[src/rtl/design_top.sv]
// Registered signed ALU: two IN_W-bit two's-complement operands, eight operations,
// result of width 2*IN_W-1 registered once. Asynchronous active-high reset (rstn).
module design_top #(
    parameter  int IN_W  = 5,
    localparam int OUT_W = 2*IN_W-1
) (
    input  logic             clk,
    input  logic             rstn,
    input  logic [IN_W-1:0]  in1,
    input  logic [IN_W-1:0]  in2,
    input  logic [2:0]       opcode,
    output logic [OUT_W-1:0] out_top
);

    typedef enum logic [2:0] {
        OP_ADD  = 3'd0,
        OP_SUB  = 3'd1,
        OP_MUL  = 3'd2,
        OP_DIV  = 3'd3,
        OP_OR   = 3'd4,
        OP_AND  = 3'd5,
        OP_NAND = 3'd6,
        OP_NOR  = 3'd7
    } op_e;

    logic signed [OUT_W-1:0]  a_ext;
    logic signed [OUT_W-1:0]  b_ext;
    logic signed [OUT_W-1:0]  sum_res;
    logic signed [OUT_W-1:0]  diff_res;
    logic signed [2*IN_W-1:0] prod_full;
    logic signed [OUT_W-1:0]  prod_res;
    logic signed [OUT_W-1:0]  quot_res;
    logic        [IN_W-1:0]   or_bits;
    logic        [IN_W-1:0]   and_bits;
    logic signed [OUT_W-1:0]  alu_res;

    assign a_ext = OUT_W'($signed(in1));
    assign b_ext = OUT_W'($signed(in2));

    // Sign-extended operands keep add/sub exact: their range fits OUT_W.
    assign sum_res  = a_ext + b_ext;
    assign diff_res = a_ext - b_ext;

    // Only -min * -min exceeds OUT_W; dropping the top bit gives the wrap.
    assign prod_full = $signed(in1) * $signed(in2);
    assign prod_res  = prod_full[OUT_W-1:0];

    assign or_bits  = in1 | in2;
    assign and_bits = in1 & in2;

    // Restoring division on magnitudes, sign applied afterwards so the
    // quotient truncates toward zero. IN_W+1 bits hold the magnitude of -min.
    always_comb begin
        logic [IN_W:0]  num;
        logic [IN_W:0]  den;
        logic [IN_W:0]  rem;
        logic [IN_W:0]  quo;
        logic           neg;

        num = in1[IN_W-1] ? (IN_W+1)'(-a_ext) : (IN_W+1)'(a_ext);
        den = in2[IN_W-1] ? (IN_W+1)'(-b_ext) : (IN_W+1)'(b_ext);
        rem = '0;
        quo = '0;
        neg = in1[IN_W-1] ^ in2[IN_W-1];

        for (int i = IN_W; i >= 0; i--) begin
            rem = {rem[IN_W-1:0], num[i]};
            if (rem >= den) begin
                rem    = rem - den;
                quo[i] = 1'b1;
            end
        end

        if (den == '0) begin
            quot_res = '0;
        end else if (neg) begin
            quot_res = -$signed(OUT_W'(quo));
        end else begin
            quot_res = $signed(OUT_W'(quo));
        end
    end

    always_comb begin
        alu_res = '0;
        case (op_e'(opcode))
            OP_ADD:  alu_res = sum_res;
            OP_SUB:  alu_res = diff_res;
            OP_MUL:  alu_res = prod_res;
            OP_DIV:  alu_res = quot_res;
            OP_OR:   alu_res = OUT_W'($signed(or_bits));
            OP_AND:  alu_res = OUT_W'($signed(and_bits));
            OP_NAND: alu_res = OUT_W'($signed(~and_bits));
            OP_NOR:  alu_res = OUT_W'($signed(~or_bits));
            default: alu_res = '0;
        endcase
    end

    always_ff @(posedge clk or posedge rstn) begin
        if (rstn) begin
            out_top <= '0;
        end else begin
            out_top <= alu_res;
        end
    end

endmodule

[config.mk]
export PLATFORM = sky130hd
export DESIGN_NAME = design_top
export DESIGN_NICKNAME = d
export VERILOG_FILES = /design/src/rtl/design_top.sv
export SDC_FILE = /design/constraint.sdc
export NUM_CORES = 1
export LEC_CHECK = 0
export CORE_MARGIN = 5
export CORE_UTILIZATION = 55
export CTS_BUF_LIST = sky130_fd_sc_hd__clkbuf_4
export DETAILED_ROUTE_END_ITERATION = 6
export PLACE_DENSITY = 0.82
export SLEW_MARGIN = 30
export SYNTH_ARGS = -nofsm -noshare
export SYNTH_HDL_FRONTEND = slang
export SYNTH_SLANG_ARGS = --single-unit
[constraint.sdc]
create_clock -name clk -period 0.8 [get_ports clk]
set_clock_uncertainty 0.1 [all_clocks]
set_input_delay 0.16 -clock clk [delete_from_list [all_inputs] [get_ports clk]]
set_output_delay 0.16 -clock clk [all_outputs]
set_load 0.02 [all_outputs]
==> After elaboration in Yosys (flattened, before gate mapping) <==
Cells that the tools add are included.
{ "word_totals": {"mem_count": 0, "mem_bits_ro": 0, "latchBits": 0, "output_inout_bits": 9, "ff_bits": 9, "in_bits": 15, "mem_bits_rw": 0} }
{ "op_classes": {"add_sub_neg": 10, "eq_ne": 7, "n_reduce_logical": 2, "magnitude_cmp": 6, "shifts": 0, "div": 0, "n_mux": 16, "n_mul": 1, "bitwise_logic": 5} }
{ "ops": {"columns": ["op", "n"], "rows": [
  ["9-bit case mux with 8 select lines", 1],
  ["6-bit greater-or-equal comparator", 5],
  ["5-bit two-way mux", 5],
  ["5-bit subtractor", 4],
  ["9-bit two-way mux", 2],
  ["3-bit == test, second input constant", 4],
  ["6-bit two-way mux", 2],
  ["5-bit negation with 6-bit output", 2],
  ["5-bit NOT", 2],
  ["5-bit by 5-bit multiplier with 9-bit output", 1],
  ["6-bit negation with 9-bit output", 1],
  ["5-bit by 5-bit adder with 6-bit output", 1],
  ["3-bit by 2-bit == test with 1-bit output, second input constant", 2],
  ["1-bit by 6-bit greater-or-equal comparator with 1-bit output", 1],
  ["6-bit logical NOT", 1],
  ["1-bit two-way mux", 6],
  ["5-bit by 5-bit subtractor with 6-bit output", 1],
  ["5-bit bitwise AND", 1],
  ["5-bit OR", 1],
  ["1-bit by 5-bit subtractor with 5-bit output", 1],
  ["3-bit by 1-bit == test with 1-bit output, second input constant", 1],
  ["3-bit logical NOT", 1],
  ["1-bit bitwise XOR", 1]
]} }

==> Depth between registers and ports, before layout <==
{ "depth": {"depth_word": 18, "mapped_depth": 41} }

==> Worst setup path before layout <==
Ideal clock, no wire load.
{ "synth_timing": {"kind": "input -> register", "from": "input in2[1]", "to": "register out_top[2]", "arrival_time_ns": 9.155, "cell_stages": 39, "required_ns": 0.561, "slack_ns": -8.594, "path_cell_list": "inv_1 ha_1 mux2i_1 ha_1 a21oi_1 nor3b_1 and2_1 ha_1 nor2b_4 o31a_1 a211oi_4 mux2_2 fa_1 nand2b_1 a21oi_1 o221ai_2 mux2_2 fa_1 [... 3 more ...] and2_1 a221o_1 ha_1 and3_1 a31oi_1 a31oi_1 inv_1 mux2i_1 ha_1 a21oi_1 o21ai_0 a221o_1 inv_1 ha_1 nor2_1 xnor2_1 a221oi_1 a21oi_1"} }
{ "synth_via": {"elab_chain_cells": 18, "word_cells_on_any_way": 29, "classes_between": "add/sub: 9; mul: 1; order compare: 6; mux: 12; reduce/logical: 1"} }
{ "synth_lines": {"columns": ["item", "line_no", "rtl"], "rows": [
  ["from (decl)", "10", "input logic [IN_W-1:0] in2,"],
  ["5-bit negation with 6-bit output", "61", "den = in2[IN_W-1] ? (IN_W+1)'(-b_ext) : (IN_W+1)'(b_ext);"],
  ["6-bit two-way mux", "61", null],
  ["1-bit by 5-bit subtractor with 5-bit output or 1-bit by 6-bit greater-or-equal comparator with 1-bit output (tied branches)", "69, 68", null],
  ["5-bit two-way mux", "68", "if (rem >= den) begin"],
  ["5-bit subtractor or 6-bit greater-or-equal comparator (tied branches)", "69, 68", null],
  ["5-bit two-way mux", "68", null],
  ["5-bit subtractor or 6-bit greater-or-equal comparator (tied branches)", "69, 68", null],
  ["5-bit two-way mux", "68", null],
  ["[... 3 more ...]", null, null],
  ["5-bit two-way mux", "68", null],
  ["6-bit greater-or-equal comparator", "68", null],
  ["1-bit two-way mux", "68", null],
  ["6-bit negation with 9-bit output", "77", "quot_res = -$signed(OUT_W'(quo));"],
  ["9-bit two-way mux", "76", "end else if (neg) begin"],
  ["9-bit two-way mux", "74", "if (den == '0) begin"],
  ["9-bit case mux with 8 select lines *", "85", "case (op_e'(opcode))"],
  ["via alu_res[2]", "35", "logic signed [OUT_W-1:0] alu_res;"],
  ["to (signal assigned)", "102", "out_top <= alu_res;"],
  ["to (decl)", "12", "output logic [OUT_W-1:0] out_top"]
]} }
The timed path passes the listed nets; every way through them passes the cells marked *.

==> Final worst setup path <==
{ "layout_timing": {"from": "input in2[1]", "to": "register out_top[1]"} }
The elaborated chain is that of the path after synthesis.

==> flow_metrics.env <==
export IMPL_die_w_um=88.3
export IMPL_ant_nets=0
export IMPL_numCtsBuffers=3
export IMPL_synth_edf_count=0
export IMPL_fillers=274
export IMPL_synthCells=427
export IMPL_vias_per_cell=6.70
export IMPL_grt_pass1_vias=4561
export IMPL_initial_core_util_pct=56.6
export IMPL_worstMarginPinSlew_ns=0.920
export IMPL_htreeDepth=1
export IMPL_reg_top3="out_top (9)"
export IMPL_synthesis_area_um2=3370
export IMPL_fin_cells=667
export IMPL_holdCritPathClass="primary input to asynchronous set/reset pin"
export IMPL_setup_viol=18
export IMPL_port_buffers=23
export IMPL_io_pins=24
export IMPL_grt_pass1_wl_um=22000
export IMPL_crit_arrival_ns=8.54
export IMPL_cp_slowest_cell="a221o_1"
export IMPL_final_util_pct=88.3
export IMPL_path_class="primary input to flip-flop"
export IMPL_slew_viol_final=0
export IMPL_synth_seq_cells=9
export IMPL_cp_start_kind="primary input"
export IMPL_violations="setup timing"
export IMPL_num_nets_final=692
export IMPL_gp_congestion=0.941
export IMPL_status="finished with violations"
export IMPL_die_h_um=88.3
export IMPL_required_ns=0.85
export IMPL_netSwitchingFraction_pct=47.6
export IMPL_internal_power_mw=9.09
export IMPL_clock_sinks=9
export IMPL_power_density_nw_per_um2=3300
export IMPL_drive_above_1_share_pct=39.2
export IMPL_critPathMaxFanout=6
export IMPL_hpwl_um=9370
export IMPL_max_slew_margin_rel_pct=37.9
export IMPL_wl_per_cell_um=23.2
export IMPL_min_period_ns=8.49
export IMPL_setup_ws_ns=-7.69
export IMPL_critPathMostFrequentCell="ha_4"
export IMPL_comb_power_share_pct=94.0
export IMPL_initialDrtViolationCount=498
export IMPL_fin_crit_sh_pct=1060
export IMPL_syn2layout_area_growth_pct=56.0
export IMPL_dpl_cell_count=638
export IMPL_setup_worst_path_end_class="flip-flop"
export IMPL_ys_seq_area_share_pct=6.68
export IMPL_pwr_share_seq_pct=3.6
export IMPL_synth_async_reset_ratio_pct=100
export IMPL_synth_ff_type="dfrtp_1"
export IMPL_cts_hold_fix_buffers=0
export IMPL_cp_slowest_stage_delay_ns=0.37
export IMPL_hold_violations=0
export IMPL_max_freq_mhz=118
export IMPL_multi_input_area_um2=3370
export IMPL_synth_cell_types=53
export IMPL_diodes=0
export IMPL_peakVddDrop_mv=4.73
export IMPL_yosysWarnings=0
export IMPL_pwr_share_clk_pct=2.4
export IMPL_rsz0062_at_grt="yes"
export IMPL_root_buffer="clkbuf_4"
export IMPL_drc=0
export IMPL_antenna_found_initial=0
export IMPL_grt_max_degree=16
export IMPL_maxCapViolCount=0
export IMPL_path_clk_slew_ns=0.06
export IMPL_cts_buffer_depth=2
export IMPL_firstDrtPassIters=6
export IMPL_dieArea_um2=7800
export IMPL_cts_tree="yes"
export IMPL_core_area_um2=5960
export IMPL_grt_overflow_total=0
export IMPL_vias=4467
export IMPL_syn_area_per_cell_um2=7.90
export IMPL_fp_row_count=28
export IMPL_largest_reg_flops=9
export IMPL_power_leakage_nw=2.65
export IMPL_wl_um=15500
export IMPL_largest_register="out_top"
export IMPL_grtUsageTotal_pct=36.3
export IMPL_p_switching_mw=8.27
export IMPL_regArea_um2=225
## cells in the final DEF, fill, tap and decap left out, types with 3 or more instances in the layout
master / netlist / final
buf_4: 0 / 137
ha_1: 63 / 53
inv_1: 51 / 46
nand2_1: 35 / 35
nor2_1: 37 / 34
a21oi_1: 32 / 23
xnor2_1: 20 / 18
fa_1: 21 / 17
buf_6: 0 / 16
o21ai_0: 22 / 14
xor2_1: 12 / 12
a21o_1: 11 / 11
ha_4: 0 / 10
clkdlybuf4s50_1: 0 / 9
dfrtp_1: 9 / 9
o21ai_1: 1 / 8
a21oi_2: 0 / 8
mux2i_1: 10 / 6
nand3_1: 7 / 6
conb_1: 1 / 6
nor3_1: 6 / 5
and3_1: 6 / 5
nand2b_1: 6 / 4
nand4_1: 4 / 4
fa_2: 0 / 4
clkbuf_4: 0 / 4
a31oi_1: 6 / 3
nor2b_4: 1 / 3
o21a_1: 3 / 3
nor2b_1: 5 / 3
inv_2: 0 / 3
mux2i_2: 0 / 3
o31ai_1: 5 / 3
mux2_4: 0 / 3
mux2_2: 6 / 3
a221oi_1: 4 / 3
## cell families after synthesis
| family | share of synthesized area (%) |
|---|---|
| fa+ha+maj | 35.8 |
| mux | 4.97 |
| buf+inv | 6.97 |
| other cells | 0.111 |
| compound gates | 20.2 |
| simple gates | 16.9 |
| xor+xnor | 8.31 |
| flops | 6.68 |
## routing by layer
layer  GRT usage, %  share of wire, %  up-vias
met5              0                 0        -
met4           26.8               8.5        0
met2           65.2                47      442
li1               -                 -     1819
met1           38.1                35     2045
met3           5.59               9.4      161
## layout make-up
cell class	count	area share, %
Clock buffer	4	0.571
Inverter	51	3.76
Multi-Input combinational cell	361	64.0
Sequential cell	9	4.28
Tap cell	75	1.78
Timing Repair Buffer	167	25.6
## through the flow
stage	area, µm²	setup slack (ns)	power [mW]	TNS [ns]	hold WS, ns
global route	5260	-8.01	18.2	-72.79	0.0874
detailed placement	4740	-8.23	12.3	-76.30	0.342
CTS	5050	-7.16	14.5	-65.63	0.0662
finish	5260	-7.69	17.4	-70.35	0.0596
floorplan	3570	-7.55	7.86	-66.32	-0.112
global placement	4740	-7.77	11.4	-72.40	0.340
## cell usage after synthesis (3+ instances only)
cell      instances  area [µm²]
o31ai_1           5        37.5
nand2_1          35         131
nand2b_1          6        37.5
nor2b_1           5        31.3
a21oi_1          32         160
nor3_1            6        30.0
clkbuf_1          9        33.8
a31oi_1           6        37.5
nand4_1           4        25.0
dfrtp_1           9         225
mux2i_1          10         100
ha_1             63         788
and2_1            3        18.8
fa_1             21         420
and3_1            6        37.5
nand3_1           7        35.0
xor2_1           12         105
a21o_1           11        82.6
o21ai_0          22         110
mux2_2            6        67.6
inv_1            51         191
a221oi_1          4        35.0
o21a_1            3        22.5
xnor2_1          20         175
nor2_1           37         139
## worst max-delay path: cells and delay by family
family                     cells  cell delay, ns
AOI/OAI and AO/OA             17            3.55
adders and majority gates      8            2.07
and+or+nand+nor               10            1.49
muxes                          2            0.50
buffers and inverters          6            0.74
## power groups by stage
stage / Clock [mW] / Combinational, mW / Sequential (mW)
floorplan: 0 / 7.09 / 0.772
global placement: 0 / 10.8 / 0.610
detailed placement: 0 / 11.6 / 0.616
CTS: 0.400 / 13.5 / 0.636
global route: 0.419 / 17.2 / 0.642
finish: 0.412 / 16.3 / 0.632
## path summary, 6_finish.rpt
path	startpoint	endpoint	slack, ns	depth (start not counted)
max	in2[1]	out_top[1]$_DFF_PP0_	-7.69	43
min	rstn	out_top[3]$_DFF_PP0_	0.06	3
max in group asynchronous	rstn	out_top[0]$_DFF_PP0_	0.43	3
min in group clk	in2[1]	out_top[4]$_DFF_PP0_	0.60	7
## what timing repair did
item                       in CTS  in global routing
pin swaps                      41                 22
gates resized for setup       109                 22
setup buffers                  14                 12
setup endpoints to repair      18                 18
Note: power is estimated with default switching activity, not from simulation.
